===== config.mk =====
export PLATFORM = sky130hd
export DESIGN_NAME = ledscan_ctrl
export DESIGN_NICKNAME = d
export VERILOG_FILES = /design/src/rtl/ledscan_ctrl.sv
export SDC_FILE = /design/constraint.sdc
export NUM_CORES = 1
export LEC_CHECK = 0
export BUFFER_PORTS_ARGS = -buffer_cell sky130_fd_sc_hd__buf_4
export CORE_AREA = 8 8 119 110
export DETAILED_ROUTE_END_ITERATION = 16
export DIE_AREA = 0 0 127 118
export PLACE_DENSITY = 0.56
export SLEW_MARGIN = 20
export SYNTH_ARGS = -nofsm -noshare
export SYNTH_HDL_FRONTEND = slang
export SYNTH_SLANG_ARGS = --single-unit
export TNS_END_PERCENT = 30

===== constraint.sdc =====
create_clock -name clk -period 4.7 [get_ports clk]
set_clock_uncertainty 0.2 [all_clocks]
set_input_delay 1.41 -clock clk [delete_from_list [all_inputs] [get_ports clk]]
set_output_delay 1.41 -clock clk [all_outputs]
set_load 0.02 [all_outputs]

===== src/rtl/ledscan_ctrl.sv =====
// Multiplexed seven-segment scan controller with a double-buffered display image.
// Optional leading-zero suppression is enabled by defining LEDSCAN_LZS_EN.
module ledscan_ctrl #(
  parameter int DIGITS   = 4,
  parameter int INTERVAL = 799999
) (
  input  logic                  clk,
  input  logic                  reset,
  input  logic                  wr_en,
  input  logic [4*DIGITS-1:0]   wr_data,
  input  logic [DIGITS-1:0]     wr_dp,
  input  logic [DIGITS-1:0]     wr_blank,
  output logic                  wr_ready,
  output logic [DIGITS-1:0]     sel,
  output logic [7:0]            seg,
  output logic                  frame_done
);

  localparam int CW = $clog2(INTERVAL + 1);
  localparam int IW = (DIGITS > 1) ? $clog2(DIGITS) : 1;
  localparam logic [CW-1:0] CNT_LAST = CW'(INTERVAL);
  localparam logic [IW-1:0] IDX_TOP  = IW'(DIGITS - 1);

  logic [CW-1:0]         cnt;
  logic [IW-1:0]         idx;
  logic                  pending;
  logic [4*DIGITS-1:0]   sh_data, act_data;
  logic [DIGITS-1:0]     sh_dp, act_dp;
  logic [DIGITS-1:0]     sh_blank, act_blank;

  logic wrap, boundary, accept;

  assign wrap     = (cnt == CNT_LAST);
  assign boundary = wrap && (idx == '0);
  assign accept   = wr_en && !pending;
  assign wr_ready = ~pending;

  always_ff @(posedge clk) begin
    if (reset) begin
      cnt        <= '0;
      idx        <= IDX_TOP;
      pending    <= 1'b0;
      frame_done <= 1'b0;
      sh_data    <= '0;
      sh_dp      <= '0;
      sh_blank   <= '0;
      act_data   <= '0;
      act_dp     <= '0;
      act_blank  <= '0;
    end else begin
      cnt        <= wrap ? '0 : cnt + 1'b1;
      frame_done <= boundary;
      if (wrap)
        idx <= (idx == '0) ? IDX_TOP : idx - 1'b1;
      if (accept) begin
        sh_data  <= wr_data;
        sh_dp    <= wr_dp;
        sh_blank <= wr_blank;
      end
      // Active image only changes between frames so a frame is never torn.
      if (boundary && pending) begin
        act_data  <= sh_data;
        act_dp    <= sh_dp;
        act_blank <= sh_blank;
        pending   <= 1'b0;
      end else if (accept) begin
        pending <= 1'b1;
      end
    end
  end

  function automatic logic [6:0] hex7(input logic [3:0] n);
    case (n)
      4'h0: hex7 = 7'h01;
      4'h1: hex7 = 7'h4F;
      4'h2: hex7 = 7'h12;
      4'h3: hex7 = 7'h06;
      4'h4: hex7 = 7'h4C;
      4'h5: hex7 = 7'h24;
      4'h6: hex7 = 7'h20;
      4'h7: hex7 = 7'h0F;
      4'h8: hex7 = 7'h00;
      4'h9: hex7 = 7'h04;
      4'hA: hex7 = 7'h08;
      4'hB: hex7 = 7'h60;
      4'hC: hex7 = 7'h31;
      4'hD: hex7 = 7'h42;
      4'hE: hex7 = 7'h30;
      default: hex7 = 7'h38;
    endcase
  endfunction

  logic [3:0]        cur_nib;
  logic              cur_dp, cur_blank, cur_lz;
  logic [DIGITS-1:0] lz;

`ifdef LEDSCAN_LZS_EN
  // A digit is suppressed while it and everything above it is zero with no dp.
  always_comb begin
    logic keep;
    keep = 1'b0;
    lz   = '0;
    for (int i = DIGITS - 1; i >= 0; i--) begin
      keep  = keep | (act_data[4*i +: 4] != 4'h0) | act_dp[i];
      lz[i] = !keep && (i != 0);
    end
  end
`else
  assign lz = '0;
`endif

  always_comb begin
    cur_nib   = 4'h0;
    cur_dp    = 1'b0;
    cur_blank = 1'b0;
    cur_lz    = 1'b0;
    for (int i = 0; i < DIGITS; i++) begin
      if (idx == IW'(i)) begin
        cur_nib   = act_data[4*i +: 4];
        cur_dp    = act_dp[i];
        cur_blank = act_blank[i];
        cur_lz    = lz[i];
      end
    end
  end

  assign sel = DIGITS'(1) << idx;
  assign seg = (cur_blank || cur_lz) ? 8'hFF : {~cur_dp, hex7(cur_nib)};

endmodule

==> impl_metrics.ini <==
[drt]
ant_nets = 0
drt-pass1-iter-count = 4
via_per_inst = 4.52
routed_wl_um = 7200
drt_iter0_drc = 63
drt-wirelength-per-cell_um = 13.0
route.detailed.drc = 0
vias = 2515

[critical_path]
crit_path_start_kind = register
worstSetupEndpointType = primary output
critPathMaxFanout = 15
crit_path_max_incr_delay_ns = 0.48
cp_slowest_cell = ha_1
required_ns = 3.09
crit_arrival_ns = 2.77
crit_chain = ha_1, a211oi_1, a221oi_2, inv_1, ha_1, mux2_2, nand2_1, o211ai_1, buf_4
crit_type = reg -> out
crit_top_cell = ha_1

[clock_network]
insertion_delay_ns = 0.33
cts_made_buffers = 9
cts_tree = built
post_cts_buffers = 0
clk_root_buffer_cell = clkbuf_16
path_clk_slew_ns = 0.06
cts.path.max_buffers = 2
ctsHoldBuffers = 0
htreeDepth = 3
clock_sinks = 72

[global_routing]
grt_start_max_net_pins = 57
grt_pass1_vias = 2478
grt_use_total = 0.0991
antenna_found_initial = 0
overflow = 0
grt_pass1_wl_um = 12000

[yosys]
postSynthAreaPerCell_um2 = 8.47
synth_seq_area_share = 0.444
synthCells = 383
syn_nets = 421
yosys_warnings = 0
ys_types = 39
synth-seq-cells = 72
netlist_area_mm2 = 0.00324

[job]
drv_cap = 0

[placement]
dp_hpwl_um = 5200
dp.cells = 540
gp_congestion = 0.752
portBuffers = 40

[timing]
finalSetupTns_ns = 0
period_share = 0.932
rsz0062_at_grt = no
final.min_clock_period_ns = 4.38
finalSetupViolations = 0
finalHoldViolations = 0
tightest_slew_ns = 0.808
slew_viol_final = 0
maxSlewHeadroom = 0.460
max_freq_mhz = 228

[floorplan]
coreArea_mm2 = 0.0111
io_pins = 41
die_h_um = 118
rows = 37
die_area_mm2 = 0.0150
die_x_um = 127
start_util = 0.292

[cells_and_area]
mostFrequentLayoutCells = dfxtp_1, nand2_1, nor2_1
nets = 453
fin_cells = 556
drive_gt1_frac = 0.157
layout_commonest_cell = dfxtp_1
syn2layout_area_growth_pct = 21.8
antennaDiodeCount = 0

[pwr]
pwr-share-comb = 0.042
peakVddDrop_mv = 0.188
clkPwrFrac = 0.493
power.internal_uw = 1070
seq_power_share = 0.465
power.leakage_uw = 0.00147
switching_share = 0.212
powerDensity_mw_per_mm2 = 346
p_sw_uw = 290

[outcome]
status = finished clean

[min_path]
hold_class = reg -> reg
==> Yosys cell counts, drive strengths merged <==
master	n	area share
a22o	2	0.0054
nand2	68	0.079
a21o	1	0.0023
nand2b	4	0.0077
inv	13	0.015
nor4	2	0.0085
o22ai	1	0.0019
nand4	4	0.0077
a311oi	2	0.0054
nor3b	4	0.0093
nand3b	4	0.0093
nand4bb	1	0.0035
nor2	51	0.059
clkbuf	18	0.021
a211oi	1	0.0023
and3b	1	0.0027
xor2	9	0.024
mux2	2	0.0069
o211ai	3	0.0069
nor3	7	0.011
or2	5	0.0096
mux2i	28	0.086
and3	2	0.0039
o21bai	1	0.0023
ha	11	0.042
nor2b	3	0.0058
a221oi	1	0.0027
dfxtp	72	0.44
o221ai	2	0.0054
a21oi	34	0.052
xnor2	8	0.022
nand3	9	0.014
or4	2	0.0058
buf	4	0.010
o21ai	3	0.0046
==> power by group through the flow <==
stage / clock, uW / combinational, uW / sequential, uW
final: 673 / 57.5 / 634
after floorplan: 0 / 34.0 / 644
after CTS: 691 / 58.9 / 634
after global routing: 718 / 66.3 / 636
after detailed placement: 0 / 58.9 / 647
after global placement: 0 / 58.4 / 647
==> kinds of logic (layout without fill, tap and decap cells) <==
logic type / after synthesis / after routing / share of synthesized area
buffers and inverters: 35 / 72 / 0.0459
DFF: 72 / 72 / 0.444
and+or+nand+nor: 167 / 167 / 0.236
muxes: 30 / 30 / 0.0934
xor gates and xnor gates: 17 / 17 / 0.0459
adders and majority gates: 11 / 11 / 0.0424
AOI/OAI and AO/OA: 51 / 51 / 0.0918
==> flip-flops by register name (all words and copies together), names as in the netlist <==
signal	cells
act_dp	4
sh_blank	4
pending	1
frame_done	1
act_data	16
idx	2
sh_dp	4
sh_data	16
act_blank	4
cnt	20
==> area by class of cell <==
| type | count | area (um^2) |
|---|---|---|
| tap | 136 | 170 |
| fill | 1168 | 7160 |
| clock inverter | 5 | 56.3 |
| timing repair buffer | 43 | 323 |
| inverter | 13 | 48.8 |
| multi-input combinational | 276 | 1670 |
| sequential | 72 | 1440 |
| clock buffer | 11 | 243 |
==> routing by layer <==
layer	wire length [um]	track usage	part of all wire
met5	0	0	0
met1	3780	0.132	0.53
met4	135	0.0483	0.019
met2	3020	0.144	0.42
met3	263	0.0267	0.037
==> path summary, 6_finish.rpt <==
| kind | start | to | slack, ns | depth (start not counted) |
|---|---|---|---|---|
| hold / removal | cnt[0] | cnt[0] | 0.25 | 1 |
| hold reg to reg | cnt[0] | cnt[0] | 0.25 | 1 |
| setup / recovery | idx[0] | seg[0] | 0.32 | 9 |
| setup reg to reg | cnt[8] | act_data[4] | 2.01 | 6 |
==> repair_timing <==
| item | CTS | global route |
|---|---|---|
| gates resized for setup | 0 | 1 |
| setup endpoints to repair | 0 | 3 |
| endpoints found under the hold margin | 0 | 0 |
==> critical path: cells and delay by family, from the launching register on <==
kind            cells  cell delay [ns]
fa+ha+maj           2             0.73
mux                 1             0.26
flops               1             0.38
simple gates        1             0.06
compound gates      3             0.63
buf+inv             2             0.37
==> per-stage QoR <==
step / utilization / cell area [um^2] / setup WS [ns] / total power (uW) / hold slack [ns]
2_1_floorplan: - / 3240 / 0.589 / 678 / 0.218
3_3_place_gp: 0.327 / 3640 / 0.563 / 705 / 0.228
3_5_place_dp: 0.327 / 3640 / 0.406 / 706 / 0.243
4_1_cts: 0.354 / 3940 / 0.0547 / 1380 / 0.252
5_1_grt: 0.355 / 3950 / 0.122 / 1420 / 0.278
6_report: 0.355 / 3950 / 0.318 / 1360 / 0.251
(Power assumes the default switching activity.)
